===== config.mk =====
export PLATFORM = sky130hd
export DESIGN_NAME = atri_irs_timebase
export DESIGN_NICKNAME = d
export VERILOG_FILES = /design/src/rtl/atri_timebase_pkg.sv /design/src/rtl/atri_pps_sync.sv /design/src/rtl/atri_irs_timebase.sv
export SDC_FILE = /design/constraint.sdc
export NUM_CORES = 1
export LEC_CHECK = 0
export CELL_PAD_IN_SITES_DETAIL_PLACEMENT = 1
export CELL_PAD_IN_SITES_GLOBAL_PLACEMENT = 2
export CORE_MARGIN = 4
export CORE_UTILIZATION = 30
export DETAILED_ROUTE_END_ITERATION = 8
export MAX_ROUTING_LAYER = met4
export PLACE_DENSITY_LB_ADDON = 0.1
export SETUP_SLACK_MARGIN = 0.15
export SKIP_CTS_REPAIR_TIMING = 1
export SLEW_MARGIN = 20
export SYNTH_ARGS = -nofsm -noshare
export SYNTH_HDL_FRONTEND = slang
export SYNTH_HIERARCHICAL = 1
export SYNTH_SLANG_ARGS = --single-unit

===== constraint.sdc =====
create_clock -name clk_i -period 3.2 [get_ports clk_i]
set_input_delay 0.48 -clock clk_i [delete_from_list [all_inputs] [get_ports clk_i]]
set_output_delay 0.48 -clock clk_i [all_outputs]
set_load 0.01 [all_outputs]

===== src/rtl/atri_timebase_pkg.sv =====
// Shared definitions for the IRS timebase: FSM state encoding and the
// widths of the exported period and PPS-count values.
package atri_timebase_pkg;

    localparam int PERIOD_W  = 32;
    localparam int PPS_CNT_W = 16;

    // Encoding is visible on state_o, so the values are fixed.
    typedef enum logic [1:0] {
        NO_PPS  = 2'd0,
        ACQUIRE = 2'd1,
        LOCKED  = 2'd2,
        LOST    = 2'd3
    } state_e;

endpackage


===== src/rtl/atri_pps_sync.sv =====
// PPS input conditioning: two-flop synchroniser followed by a registered
// rising-edge detector.
//   clk_i      : IRS system clock
//   rst_i      : synchronous active-high reset
//   pps_i      : asynchronous PPS input
//   pps_flag_o : one-cycle pulse per PPS rising edge, asserted on the 3rd
//                clk_i edge after pps_i is first sampled high
module atri_pps_sync (
    input  logic clk_i,
    input  logic rst_i,
    input  logic pps_i,
    output logic pps_flag_o
);

    logic meta;
    logic sync;
    logic prev;

    always_ff @(posedge clk_i) begin
        if (rst_i) begin
            meta       <= 1'b0;
            sync       <= 1'b0;
            prev       <= 1'b0;
            pps_flag_o <= 1'b0;
        end else begin
            meta       <= pps_i;
            sync       <= meta;
            prev       <= sync;
            pps_flag_o <= sync & ~prev;
        end
    end

endmodule


===== src/rtl/atri_irs_timebase.sv =====
// IRS timebase: qualifies the buffered system clock against the station PPS
// and generates a periodic sync strobe for the sampling/readout logic.
//   clk_i / rst_i    : system clock, synchronous active-high reset
//   pps_i            : asynchronous PPS input
//   resync_en_i      : lets PPS edges realign the sync strobe while locked
//   pps_flag_o       : pulse per detected PPS rising edge
//   period_o         : last measured PPS period (cycles)
//   period_valid_o   : pulse when period_o updates
//   period_err_o     : pulse when a measured period is outside the window
//   locked_o/lost_o  : decoded from the FSM state
//   state_o          : FSM state (0 NO_PPS, 1 ACQUIRE, 2 LOCKED, 3 LOST)
//   pps_count_o      : PPS edges since reset, wrapping
//   sync_o           : one-cycle sync strobe every SYNC_DIV cycles
// Handshake: all pulse outputs are single-cycle qualifiers with no
// back-pressure; a consumer must sample them on the cycle they are high.
module atri_irs_timebase
    import atri_timebase_pkg::*;
#(
    parameter int unsigned NOMINAL_HZ = 100000000,
    parameter int unsigned TOLERANCE  = 1000,
    parameter int unsigned SYNC_DIV   = 8
) (
    input  logic                 clk_i,
    input  logic                 rst_i,
    input  logic                 pps_i,
    input  logic                 resync_en_i,
    output logic                 pps_flag_o,
    output logic [PERIOD_W-1:0]  period_o,
    output logic                 period_valid_o,
    output logic                 period_err_o,
    output logic                 locked_o,
    output logic                 lost_o,
    output logic [1:0]           state_o,
    output logic [PPS_CNT_W-1:0] pps_count_o,
    output logic                 sync_o
);

    localparam logic [PERIOD_W-1:0] PCNT_MAX     = '1;
    localparam logic [PERIOD_W-1:0] TIMEOUT_CYC  = PERIOD_W'(NOMINAL_HZ + NOMINAL_HZ / 2);
    localparam logic [PERIOD_W-1:0] TIMEOUT_LAST = TIMEOUT_CYC - PERIOD_W'(1);
    localparam logic [PERIOD_W-1:0] WIN_LO       = (NOMINAL_HZ > TOLERANCE) ?
                                                   PERIOD_W'(NOMINAL_HZ - TOLERANCE) : '0;
    localparam logic [PERIOD_W-1:0] WIN_HI       = PERIOD_W'(NOMINAL_HZ + TOLERANCE);
    localparam int                  SYNC_W       = (SYNC_DIV > 1) ? $clog2(SYNC_DIV) : 1;
    localparam logic [SYNC_W-1:0]   SYNC_LAST    = SYNC_W'(SYNC_DIV - 1);

    logic                pps_flag;
    logic [PERIOD_W-1:0] pcnt;
    logic [PERIOD_W-1:0] measured;
    logic                in_window;
    logic                timeout;
    state_e              state;
    state_e              state_next;
    logic                load_period;
    logic                flag_err;
    logic [SYNC_W-1:0]   sync_cnt;
    logic                resync;

    atri_pps_sync u_pps_sync (
        .clk_i      (clk_i),
        .rst_i      (rst_i),
        .pps_i      (pps_i),
        .pps_flag_o (pps_flag)
    );

    assign pps_flag_o = pps_flag;

    // pcnt holds (cycles since last edge) - 1, so the edge itself adds one.
    always_ff @(posedge clk_i) begin
        if (rst_i || pps_flag) begin
            pcnt <= '0;
        end else if (pcnt != PCNT_MAX) begin
            pcnt <= pcnt + PERIOD_W'(1);
        end
    end

    assign measured  = (pcnt == PCNT_MAX) ? pcnt : pcnt + PERIOD_W'(1);
    assign in_window = (measured >= WIN_LO) && (measured <= WIN_HI);
    assign timeout   = (pcnt == TIMEOUT_LAST);

    // FSM: state register
    always_ff @(posedge clk_i) begin
        if (rst_i) begin
            state <= NO_PPS;
        end else begin
            state <= state_next;
        end
    end

    // FSM: next state. An edge always takes priority over a timeout.
    always_comb begin
        state_next  = state;
        load_period = 1'b0;
        flag_err    = 1'b0;
        case (state)
            NO_PPS: begin
                if (pps_flag) state_next = ACQUIRE;
            end
            ACQUIRE: begin
                if (pps_flag) begin
                    load_period = 1'b1;
                    if (in_window) state_next = LOCKED;
                    else           flag_err   = 1'b1;
                end else if (timeout) begin
                    state_next = LOST;
                end
            end
            LOCKED: begin
                if (pps_flag) begin
                    load_period = 1'b1;
                    if (!in_window) begin
                        flag_err   = 1'b1;
                        state_next = ACQUIRE;
                    end
                end else if (timeout) begin
                    state_next = LOST;
                end
            end
            LOST: begin
                // pcnt is stale here, so the edge only restarts acquisition.
                if (pps_flag) state_next = ACQUIRE;
            end
            default: state_next = NO_PPS;
        endcase
    end

    // FSM: outputs decoded from the registered state
    always_comb begin
        locked_o = (state == LOCKED);
        lost_o   = (state == LOST);
        state_o  = state;
    end

    // Period report lands on the same edge as the state update.
    always_ff @(posedge clk_i) begin
        if (rst_i) begin
            period_o       <= '0;
            period_valid_o <= 1'b0;
            period_err_o   <= 1'b0;
        end else begin
            period_valid_o <= load_period;
            period_err_o   <= flag_err;
            if (load_period) period_o <= measured;
        end
    end

    always_ff @(posedge clk_i) begin
        if (rst_i) begin
            pps_count_o <= '0;
        end else if (pps_flag) begin
            pps_count_o <= pps_count_o + PPS_CNT_W'(1);
        end
    end

    // Sync generator free-runs from reset; a locked edge restarts its phase.
    assign resync = pps_flag & locked_o & resync_en_i;

    always_ff @(posedge clk_i) begin
        if (rst_i) begin
            sync_cnt <= '0;
            sync_o   <= 1'b0;
        end else begin
            sync_o <= (sync_cnt == SYNC_LAST) | resync;
            if (resync || sync_cnt == SYNC_LAST) begin
                sync_cnt <= '0;
            end else begin
                sync_cnt <= sync_cnt + SYNC_W'(1);
            end
        end
    end

endmodule


======== After elaboration in Yosys (flattened, before gate mapping) ========
Index checks and enable logic that the tools add are counted.
cells by class
  $add $sub $neg .......................... 3
  $mul .................................... 0
  divide/modulo/power cells ............... 0
  $lt $le $gt $ge ......................... 2
  eq/ne operators ......................... 10
  shift operators ......................... 0
  multiplexer cells ....................... 11
  bitwise operators ....................... 7
  reductions and logical operators ........ 9
operators by type and width
  operator                                                                                number
  32-bit by 1-bit adder with 32-bit output (second input constant)                        1
  32-bit by 28-bit == test with 1-bit output (second input constant)                      1
  32-bit == test (second input constant)                                                  1
  32-bit by 27-bit greater-or-equal comparator with 1-bit output (second input constant)  1
  32-bit by 27-bit less-or-equal comparator with 1-bit output (second input constant)     1
  32-bit two-way mux                                                                      1
  32-bit != test (second input constant)                                                  1
  16-bit by 1-bit adder with 16-bit output (second input constant)                        1
  2-bit two-way mux                                                                       6
  3-bit != test (second input constant)                                                   2
  2-bit case mux with 3 select lines                                                      1
  2-bit OR reduction                                                                      3
  2-bit == test (second input constant)                                                   2
  3-bit by 1-bit adder with 3-bit output (second input constant)                          1
  1-bit AND                                                                               3
  3-bit == test (second input constant)                                                   1
  1-bit two-way mux                                                                       3
  1-bit inverter                                                                          3
  3-bit AND reduction                                                                     1
  3-bit OR reduction                                                                      1
  2-bit by 1-bit == test with 1-bit output (second input constant)                        1
  2-bit zero test                                                                         1
  1-bit logical OR                                                                        2
  2-bit by 1-bit != test with 1-bit output (second input constant)                        1
  2 further kinds                                                                         2
storage, ports and cells
  register bits ........................... 92
  latch bits .............................. 0
  RAM bits ................................ 0
  ROM bits ................................ 0
  input port bits ......................... 4
  output and inout port bits .............. 56
  logic and storage cells ................. 54
  memories ................................ 0

======== Logic depth before layout (Yosys ltp) ========
Gate-level depths: netlist (run 1).
  word-level depth ........................ 7
  gate-level depth with buffers ........... 14

======== Modules after synthesis ========
Netlist (run 1), hierarchy kept.
by module, submodules not included
  module             instances  cells an instance  area each (µm²)  seq. area each (µm²)
  atri_irs_timebase  1          519                4,474.3          1,761.7
  atri_pps_sync      1          8                  111.4            80.1

======== Worst setup path before layout (run 1) ========
Ideal clock, no wire load.
  kind .................................... reg2reg
  from .................................... register pcnt[0]
  to ...................................... register state[1] (netlist: state_o[1])
  setup time .............................. 0.074 ns
  arrival time ............................ 3.136 ns
  required time ........................... 3.126 ns
  path slack .............................. -0.010 ns
  stages on the path, launching flop included .. 13
  period minus slack after synthesis ...... 3.210 ns
  path through ............................ dfxtp_1 -> ha_1 -> nand3_4 -> nor4_4 -> a31oi_1 -> and3_1 -> a2111oi_0 -> o221a_1 -> a211oi_1 -> o21a_2 -> mux2i_1 -> a211o_1 -> a31oi_1
on the way
  cells in the longest elaborated chain, start to end .. 6
  elaborated cells on any way between the ends .. 14
  classes of those cells .................. add/sub: 1; order compare: 2; eq/ne: 4; mux: 5; reduce/logical: 2
RTL lines
  element                                                                                                                                               line                     source
  start, declared                                                                                                                                       atri_irs_timebase.sv:48  logic [PERIOD_W-1:0] pcnt;
  start signal, assigned                                                                                                                                atri_irs_timebase.sv:73  pcnt <= pcnt + PERIOD_W'(1);
  32-bit by 1-bit adder with 32-bit output / 32-bit == test (equally long branches)                                                                     atri_irs_timebase.sv:77  assign measured = (pcnt == PCNT_MAX) ? pcnt : pcnt + PERIOD_W'(1);
  32-bit two-way mux                                                                                                                                    atri_irs_timebase.sv:77
  32-bit by 27-bit greater-or-equal comparator with 1-bit output / 32-bit by 27-bit less-or-equal comparator with 1-bit output (equally long branches)  atri_irs_timebase.sv:78  assign in_window = (measured >= WIN_LO) && (measured <= WIN_HI);
  1-bit logical AND                                                                                                                                     atri_irs_timebase.sv:78
  3-bit != test (no line)                                                                                                                               --
  3-bit AND reduction (no line)                                                                                                                         --
  end signal, assigned                                                                                                                                  atri_irs_timebase.sv:86  state <= state_next;
  end, declared                                                                                                                                         atri_irs_timebase.sv:52  state_e state;
Parallel ways exist; a longest one is shown, timed or not.
A chain may end at the register's enable or synchronous reset.

======== Worst setup path in the final report (run 1) ========
Same ends and word-level chain as after synthesis.

==> results of run 1 <==
[placed cells by master, fill, tap and decap left out, types with 3 or more instances in the layout]
| cell | netlist | routed |
|---|---|---|
| nor2_1 | 99 | 97 |
| dfxtp_1 | 92 | 81 |
| buf_4 | 5 | 76 |
| clkdlybuf4s50_1 | 0 | 58 |
| a211oi_1 | 30 | 29 |
| nand2_1 | 28 | 28 |
| xnor2_1 | 26 | 25 |
| nand3_1 | 17 | 17 |
| a21oi_1 | 17 | 17 |
| nand4_1 | 15 | 15 |
| xor2_1 | 15 | 13 |
| nor3_1 | 13 | 13 |
| inv_1 | 11 | 11 |
| and3_1 | 15 | 11 |
| o21ai_0 | 11 | 10 |
| clkbuf_16 | 0 | 9 |
| dfxtp_2 | 0 | 9 |
| nor2b_1 | 8 | 7 |
| ha_1 | 8 | 7 |
| or3_1 | 5 | 5 |
| a31oi_1 | 6 | 5 |
| buf_6 | 3 | 5 |
| mux2i_1 | 5 | 4 |
| nor4_1 | 6 | 4 |
| and4_4 | 1 | 3 |
| and3_2 | 1 | 3 |
| nand3_4 | 2 | 3 |
| nor4_4 | 1 | 3 |
| nand2b_1 | 3 | 3 |
| or2_2 | 3 | 3 |
| xnor2_2 | 2 | 3 |
| nor4b_1 | 3 | 3 |
| o31a_1 | 3 | 3 |
[sequential cells by signal, indices dropped and copies added, names as in the netlist, 2 cells and up]
register,cells
period_o,32
sync_cnt,3
pps_count_o,16
state_o,2
pcnt,32
[per-stage QoR]
| stage | cell area (um^2) | util [%] | std cells | hold slack (ps) | setup TNS [ps] |
|---|---|---|---|---|---|
| after floorplan | 4590 | - | 527 | 387 | 0 |
| after global placement | 5770 | 39.1 | 807 | 395 | 0 |
| after detailed placement | 5770 | 39.1 | 807 | 402 | -24.0 |
| after CTS | 6070 | 41.2 | 823 | 414 | -65.9 |
| after global routing | 6440 | 43.7 | 836 | 434 | -64.0 |
| final | 6440 | 43.7 | 836 | 409 | 0 |
[Yosys cell counts (5+ instances only)]
master	instances	share of area (%)
nor2b_1	8	1.1
a21oi_1	17	1.9
nand4_1	15	2.0
and3_1	15	2.0
nand3_1	17	1.9
xor2_1	15	2.9
nand2_1	28	2.3
mux2i_1	5	1.1
a31oi_1	6	0.82
buf_2	6	0.65
clkbuf_1	16	1.3
dfxtp_1	92	40
buf_4	5	0.82
xnor2_1	26	5.0
nor3_1	13	1.4
inv_1	11	0.90
ha_1	8	2.2
or3_1	5	0.68
o21ai_0	11	1.2
a211oi_1	30	4.9
nor2_1	99	8.1
nor4_1	6	0.82
[worst max-delay path by stage]
stage / startpoint / depth (start not counted) / end / slack [ps]
floorplan: pcnt[0] / 13 / state_o[1] / 150
global route: pcnt[0] / 13 / state_o[1] / -60
CTS: pcnt[0] / 13 / state_o[1] / -70
global placement: pcnt[13] / 12 / state_o[1] / 50
finish: pcnt[0] / 13 / state_o[1] / 120
detailed placement: pcnt[0] / 13 / state_o[1] / -20
[where the power goes]
part           leakage [nW]  switching (mW)  internal, mW
clock                 0.141           0.487         0.613
sequential            0.749          0.0182          1.17
combinational          1.39           0.105        0.0843
[final cells by class]
class / count / area (um^2)
flip-flops and latches: 92 / 1860
well taps: 184 / 230
inverters: 11 / 41.3
multi-input cells: 390 / 2760
repair buffers: 143 / 1250
clock inverters: 6 / 70.1
fillers: 1710 / 8310
clock buffers: 10 / 229
[per-layer routing]
layer,up-vias,GRT usage (%)
li1,2123,-
met3,17,2.33
met5,-,-
met4,0,6.24
met2,57,27.0
met1,2095,21.8
[kinds of logic (layout without fill, tap and decap cells)]
| kind of cell | Yosys count | count (layout) | share of synthesized area, % |
|---|---|---|---|
| adder cells (fa/ha/maj) | 8 | 8 | 2.18 |
| buffers and inverters | 45 | 170 | 4.75 |
| AND/OR/NAND/NOR | 245 | 245 | 29.0 |
| AO/OA/AOI/OAI | 89 | 89 | 14.2 |
| multiplexers | 5 | 5 | 1.09 |
| flip-flops | 92 | 92 | 40.2 |
| XOR/XNOR | 43 | 43 | 8.54 |
==> summary.txt, run 1 <==
Cells and area
  • Nets@finish: ~660
  • Share of cells above drive strength 1: ~25%
  • Area grow syn2layout: 40.5%
  • # diodes: 0

Power and ir drop
  • Pwr/cell area: about 380 mW/mm^2
  • Leak Pwr: ~2.3 nW
  • Tot Pwr: ~2.5 mW
  • Worst vdd ir: between 0.0002 and 0.00025 V

Setup path
  • CP max stage delay: roughly 370 ps
  • Reg2Reg Depth: 13
  • Reg2reg start: pcnt[0]
  • Slowest cell on crit path: dfxtp_4
  • Critical path fanouts, max: 5
  • Worst EP required: between 3000 and 4000 ps
  • Worst-path cell chain: buf_6 -> and4_1 -> buf_6 -> nand4_1 -> nor4_2 -> mux2i_1 -> nor4b_4 -> nand2_1 -> nor4b_4 -> o21a_2 -> mux2i_4 -> a211o_1 -> a31oi_1
  • Reg2Reg Setup Slack: ~120 ps
  • Crit. End Element: flop
  • CP top delay family: simple AND/OR/NAND/NOR gates
  • Setup crit start kind: flop
  • Worst Path Buf+Inv: 2
  • WP data arrival: approximately 3300 ps
  • Reg-to-Reg End: state_o[1]
  • WS Path Type: flop to flop

Detailed routing
  • Remaining DRCs: 0
  • DR WL met3: around 340 um
  • DRT met1 WL: just under 7 mm
  • Initial DRT Pass Iterations: 4
  • ANT nets after route: 0
  • Met2 wire length: between 6 and 7 mm
  • Final WL: 14.1 mm
  • DR vias: about 4300
  • Via/cell ratio: around 5
  • Highest routed layer: met4
  • Initial drt markers: approximately 180
  • Avg WL per Cell: approximately 17 um

GRT
  • First-pass GRT wire length: between 20 and 25 mm
  • Largest net degree at the start of global routing: 60
  • Total global routing overflow: 0
  • Vias in the first global route: ~4500
  • Initial antenna violation count: 0
  • GRT Total Usage: between 15 and 20%

Hold path
  • Hold path depth: 1
  • Min-delay src: u_pps_sync/prev
  • HP Class: flop to flop
  • Hold Crit Endpoint: u_pps_sync/pps_flag_o

STA
  • Period minus WS final: about 3100 ps
  • Slew @ Worst Pin: 684 ps
  • Fin. max-slew vios: 0
  • Final setup skew: a little under 10 ps
  • Fin crit share: just under 100%
  • Setup ws final: 123 ps
  • Max-slew headroom: 53.9%
  • Final Setup Violations: 0
  • Fmax achieved: approximately 0.32 GHz
  • Final Hold Viols: 0
  • RSZ-0062 raised after global routing: yes

Synth
  • Avg Cell Area, Syn: around 8.7 um^2
  • Synthesized flop and latch total: a little over 90
  • Synthesized Nets: between 500 and 600
  • Syn Inst Count: ~530
  • Commonest register cell after synthesis: dfxtp_1
  • Synthesized area: ~0.0046 mm^2
  • Register area share after synthesis: 40.2%
  • Async SR Flop Fraction: 0%
  • Post-synth cell types: between 60 and 70
  • Syn. warnings: 6
  • EDFF count, synth: 0

Clock network
  • Clock root cell: clkbuf_16
  • Clock tree sinks: 92
  • CTS H-Tree Depth: 3
  • Total CTS buffers: 9
  • Clock Latency Late Sink: 360 ps
  • Clock slew at reported path FFs: 70 ps
  • CTS Buffer Depth: 2
  • CTS tree: built

Floorplan
  • Row Count: 44
  • Die width: between 100 and 150 um
  • Core area: around 0.015 mm^2
  • Starting density of the core: between 30% and 40%
  • Die Y: about 130 um
  • I/O Pins: 60
  • Die ar.: between 0.015 and 0.02 mm^2

Placement
  • DP Worst Slack: -24.0 ps
  • Port Buf Inserts: 59
  • HPWL Detailed: ~10 mm
  • Placer Congestion: 0.853

Status
  • Status: finished, final reports clean

Job
  • Max Cap Viol: 0
Note: power is estimated with default switching activity, not from simulation.
==> run 2, diff against run 1 <==
- ABC_AREA: unset -> 1
- CORE_MARGIN: 4 -> 10
- CORE_UTILIZATION: 30 -> 27
==> run 2 against run 1 <==
Against the previous run:
- final cell count increased by 24%
- clock skew increased by 1.0 ps
- setup slack improved by 290 ps
- global-route usage decreased by 1.8 points
- critical path type unchanged
- routed wire length increased by 25%
- maximum frequency increased by 10%
- largest cell class unchanged
- utilization decreased by 8.9 points
- synthesized area increased by 5.5%
- sequential share of layout area increased by 1.6 points
- critical path depth increased by 4
- die area increased by 37%
==> summary.txt, run 2 <==
Status
  • Status: finished, final reports clean

Detailed routing
  • Initial DRT Pass Iterations: 4
  • Avg WL per Cell: between 15 and 20 um
  • Final WL: between 15 and 20 mm
  • ANT nets after route: 0
  • Initial drt markers: about 220
  • Remaining DRCs: 0
  • DR vias: 4843
  • Via/cell ratio: around 4.7

Cells and area
  • Cell Count, Final, Fillers Out: 1036
  • Most frequent cells in the layout: 185 x nand2_1, 128 x nor2_1, 114 x inv_1, 91 x dfxtp_1, 59 x clkdlybuf4s50_1
  • Area grow syn2layout: 25.0%
  • Nets@finish: roughly 820
  • Share of cells above drive strength 1: slightly below 9%
  • Finished Core Util: a little over a third
  • Top flop regs: pcnt (32), period_o (32), pps_count_o (16)
  • # diodes: 0
  • Most common cell after layout, fill and taps aside: nand2_1
  • Fin area: between 0.006 and 0.007 mm^2

Synth
  • Synthesized flop and latch total: 92
  • Yosys top cell area share: roughly two fifths
  • Syn. warnings: 6
  • Synthesized Nets: ~760
  • Commonest register cell after synthesis: dfxtp_1
  • Synthesized area: ~0.0048 mm^2
  • Post-synth cell types: 26
  • Post-synthesis adder-cell area fraction: about 2.1%
  • Syn Inst Count: between 700 and 800
  • Top cells by area, synth: dfxtp_1 38%, nand2_1 14%, nor2_1 10%, inv_1 8.8%, nand3_1 4.3%
  • Post-synthesis compound-gate area fraction: 8.28%
  • Post-synthesis simple-gate area fraction: 38.8%
  • XOR/XNOR share of the synthesized area: around 1.8%
  • Register area share after synthesis: between 30% and 40%
  • EDFF count, synth: 0
  • Top-count cell post-synth: nand2_1
  • Mux contribution to synthesized area: 0%
  • Synth top cells by count: 185 x nand2_1, 132 x nor2_1, 114 x inv_1
  • Post-synth top area cell: dfxtp_1
  • Async SR Flop Fraction: 0%
  • Avg Cell Area, Syn: roughly 6.5 um^2
  • Main combinational cell family by area after synthesis: simple AND/OR/NAND/NOR gates

STA
  • RSZ-0062 raised after global routing: no
  • Final Hold Viols: 0
  • Final Setup Violations: 0
  • Fin. max-slew vios: 0
  • Setup ws final: about 410 ps
  • Max-slew headroom: a little under three fifths
  • Setup Total Neg Slack: 0 ps
  • WHS: ~400 ps
  • Period minus WS final: 2790 ps
  • Final setup skew: between 10 and 15 ps
  • Fin crit share: approximately 87%
  • Slew @ Worst Pin: 668 ps
  • Fmax achieved: 0.359 GHz

Floorplan
  • Starting density of the core: around 28%
  • Die Y: about 150 um
  • Die width: 154 um
  • Die ar.: approximately 0.024 mm^2
  • Row Count: between 40 and 50
  • Core area: 0.0174 mm^2
  • I/O Pins: 60

Power and ir drop
  • Pwr/cell area: approximately 440 mW/mm^2
  • Worst vdd ir: 0.000295 V
  • Tot Pwr: 2.66 mW
  • Leak Pwr: 2.61 nW

Hold path
  • HP Class: flop to flop

Setup path
  • WS Path Type: flop to flop
  • CP max stage delay: between 400 and 500 ps
  • Slowest cell on crit path: dfxtp_1
  • Crit. End Element: flop
  • Worst EP required: roughly 3500 ps
  • Reg2Reg Setup Slack: roughly 410 ps
  • Setup crit start kind: flop
  • Most used cell, CP: nand2_1
  • Critical path fanouts, max: 19
  • Worst-path cell chain: nand2_1 -> nor2_1 -> nand2_1 -> nor2_2 -> nand2_8 -> nand3_1 -> nand2_1 -> nor2_2 -> nand2_1 -> nor2_2 -> nand2_1 -> nand2_1 -> nand2_2 -> a21oi_1 -> nor2_2 -> nor2_1 -> nor2_1
  • WP data arrival: roughly 3000 ps

Placement
  • Port Buf Inserts: 59
  • DP Worst Slack: approximately 77 ps
  • Placer Congestion: roughly 0.92
  • HPWL Detailed: ~14 mm
  • Dpl cells: 1018
  • Placed cell area: between 0.005 and 0.006 mm^2

Clock network
  • Clock Latency Late Sink: ~350 ps
  • CTS Buffer Depth: 2
  • CTS H-Tree Depth: 3
  • Clock root cell: clkbuf_16
  • Clock tree sinks: approximately 90
  • CTS tree: built
  • Total CTS buffers: 9
  • Clock slew at reported path FFs: about 70 ps

GRT
  • Initial antenna violation count: 0
  • First-pass GRT wire length: approximately 28 mm
  • Total global routing overflow: 0
  • Vias in the first global route: between 5000 and 6000
  • Largest net degree at the start of global routing: 45
  • GRT Total Usage: roughly 15%

Job
  • Max Cap Viol: 0
-- run 2: cell count changes after synthesis, moves of 10 or more --
cell and change:
nand2_2 +11, nand3_1 +25, a211oi_1 -30, nand2_1 +157, xnor2_1 -23, o211ai_1 +10, inv_1 +103, and3_1 -14
nor2_1 +33, o21ai_0 +25, nor2_2 +12
-- run 2: path summary, 6_finish.rpt --
kind,startpoint,depth (start not counted),endpoint
worst min register to register,u_pps_sync/prev,1,u_pps_sync/pps_flag_o
worst max register to register,pcnt[22],17,state_o[0]
worst min-delay path,u_pps_sync/prev,1,u_pps_sync/pps_flag_o
worst max-delay path,pcnt[22],17,state_o[0]
-- run 2: worst max-delay path, delay by kind of cell (launching register included) --
family             cells  cell delay, ps
DFF                    1             430
AOI/OAI and AO/OA      1             160
and+or+nand+nor       16            2080
-- run 2: area by class of cell --
cell class | instances | area (um^2)
clock buffers | 10 | 239
clock inverters | 6 | 55.1
fillers | 2200 | 11400
inverters | 117 | 444
multi-input cells | 520 | 2530
flip-flops and latches | 92 | 1840
well taps | 225 | 282
repair buffers | 66 | 656
-- run 2: kinds of logic (layout without fill, tap and decap cells) --
kind of cell,after synthesis,count (layout)
AO/OA/AOI/OAI,74,74
XOR/XNOR,10,10
adder cells (fa/ha/maj),8,8
buffers and inverters,135,199
flip-flops,92,92
AND/OR/NAND/NOR,427,428
-- run 2: power by group --
group / internal [mW] / total (mW) / switching (mW) / leakage [nW]
combinational: 0.151 / 0.347 / 0.195 / 1.73
clock: 0.564 / 1.09 / 0.524 / 0.139
sequential: 1.18 / 1.22 / 0.0366 / 0.744
-- run 2: metal layers --
layer,up-vias,global-route usage [%],share of wire (%)
met3,18,2.62,3.8
met5,-,-,0
met4,0,4.86,1.9
li1,2435,-,-
met1,2310,18.4,46
met2,80,24.8,48
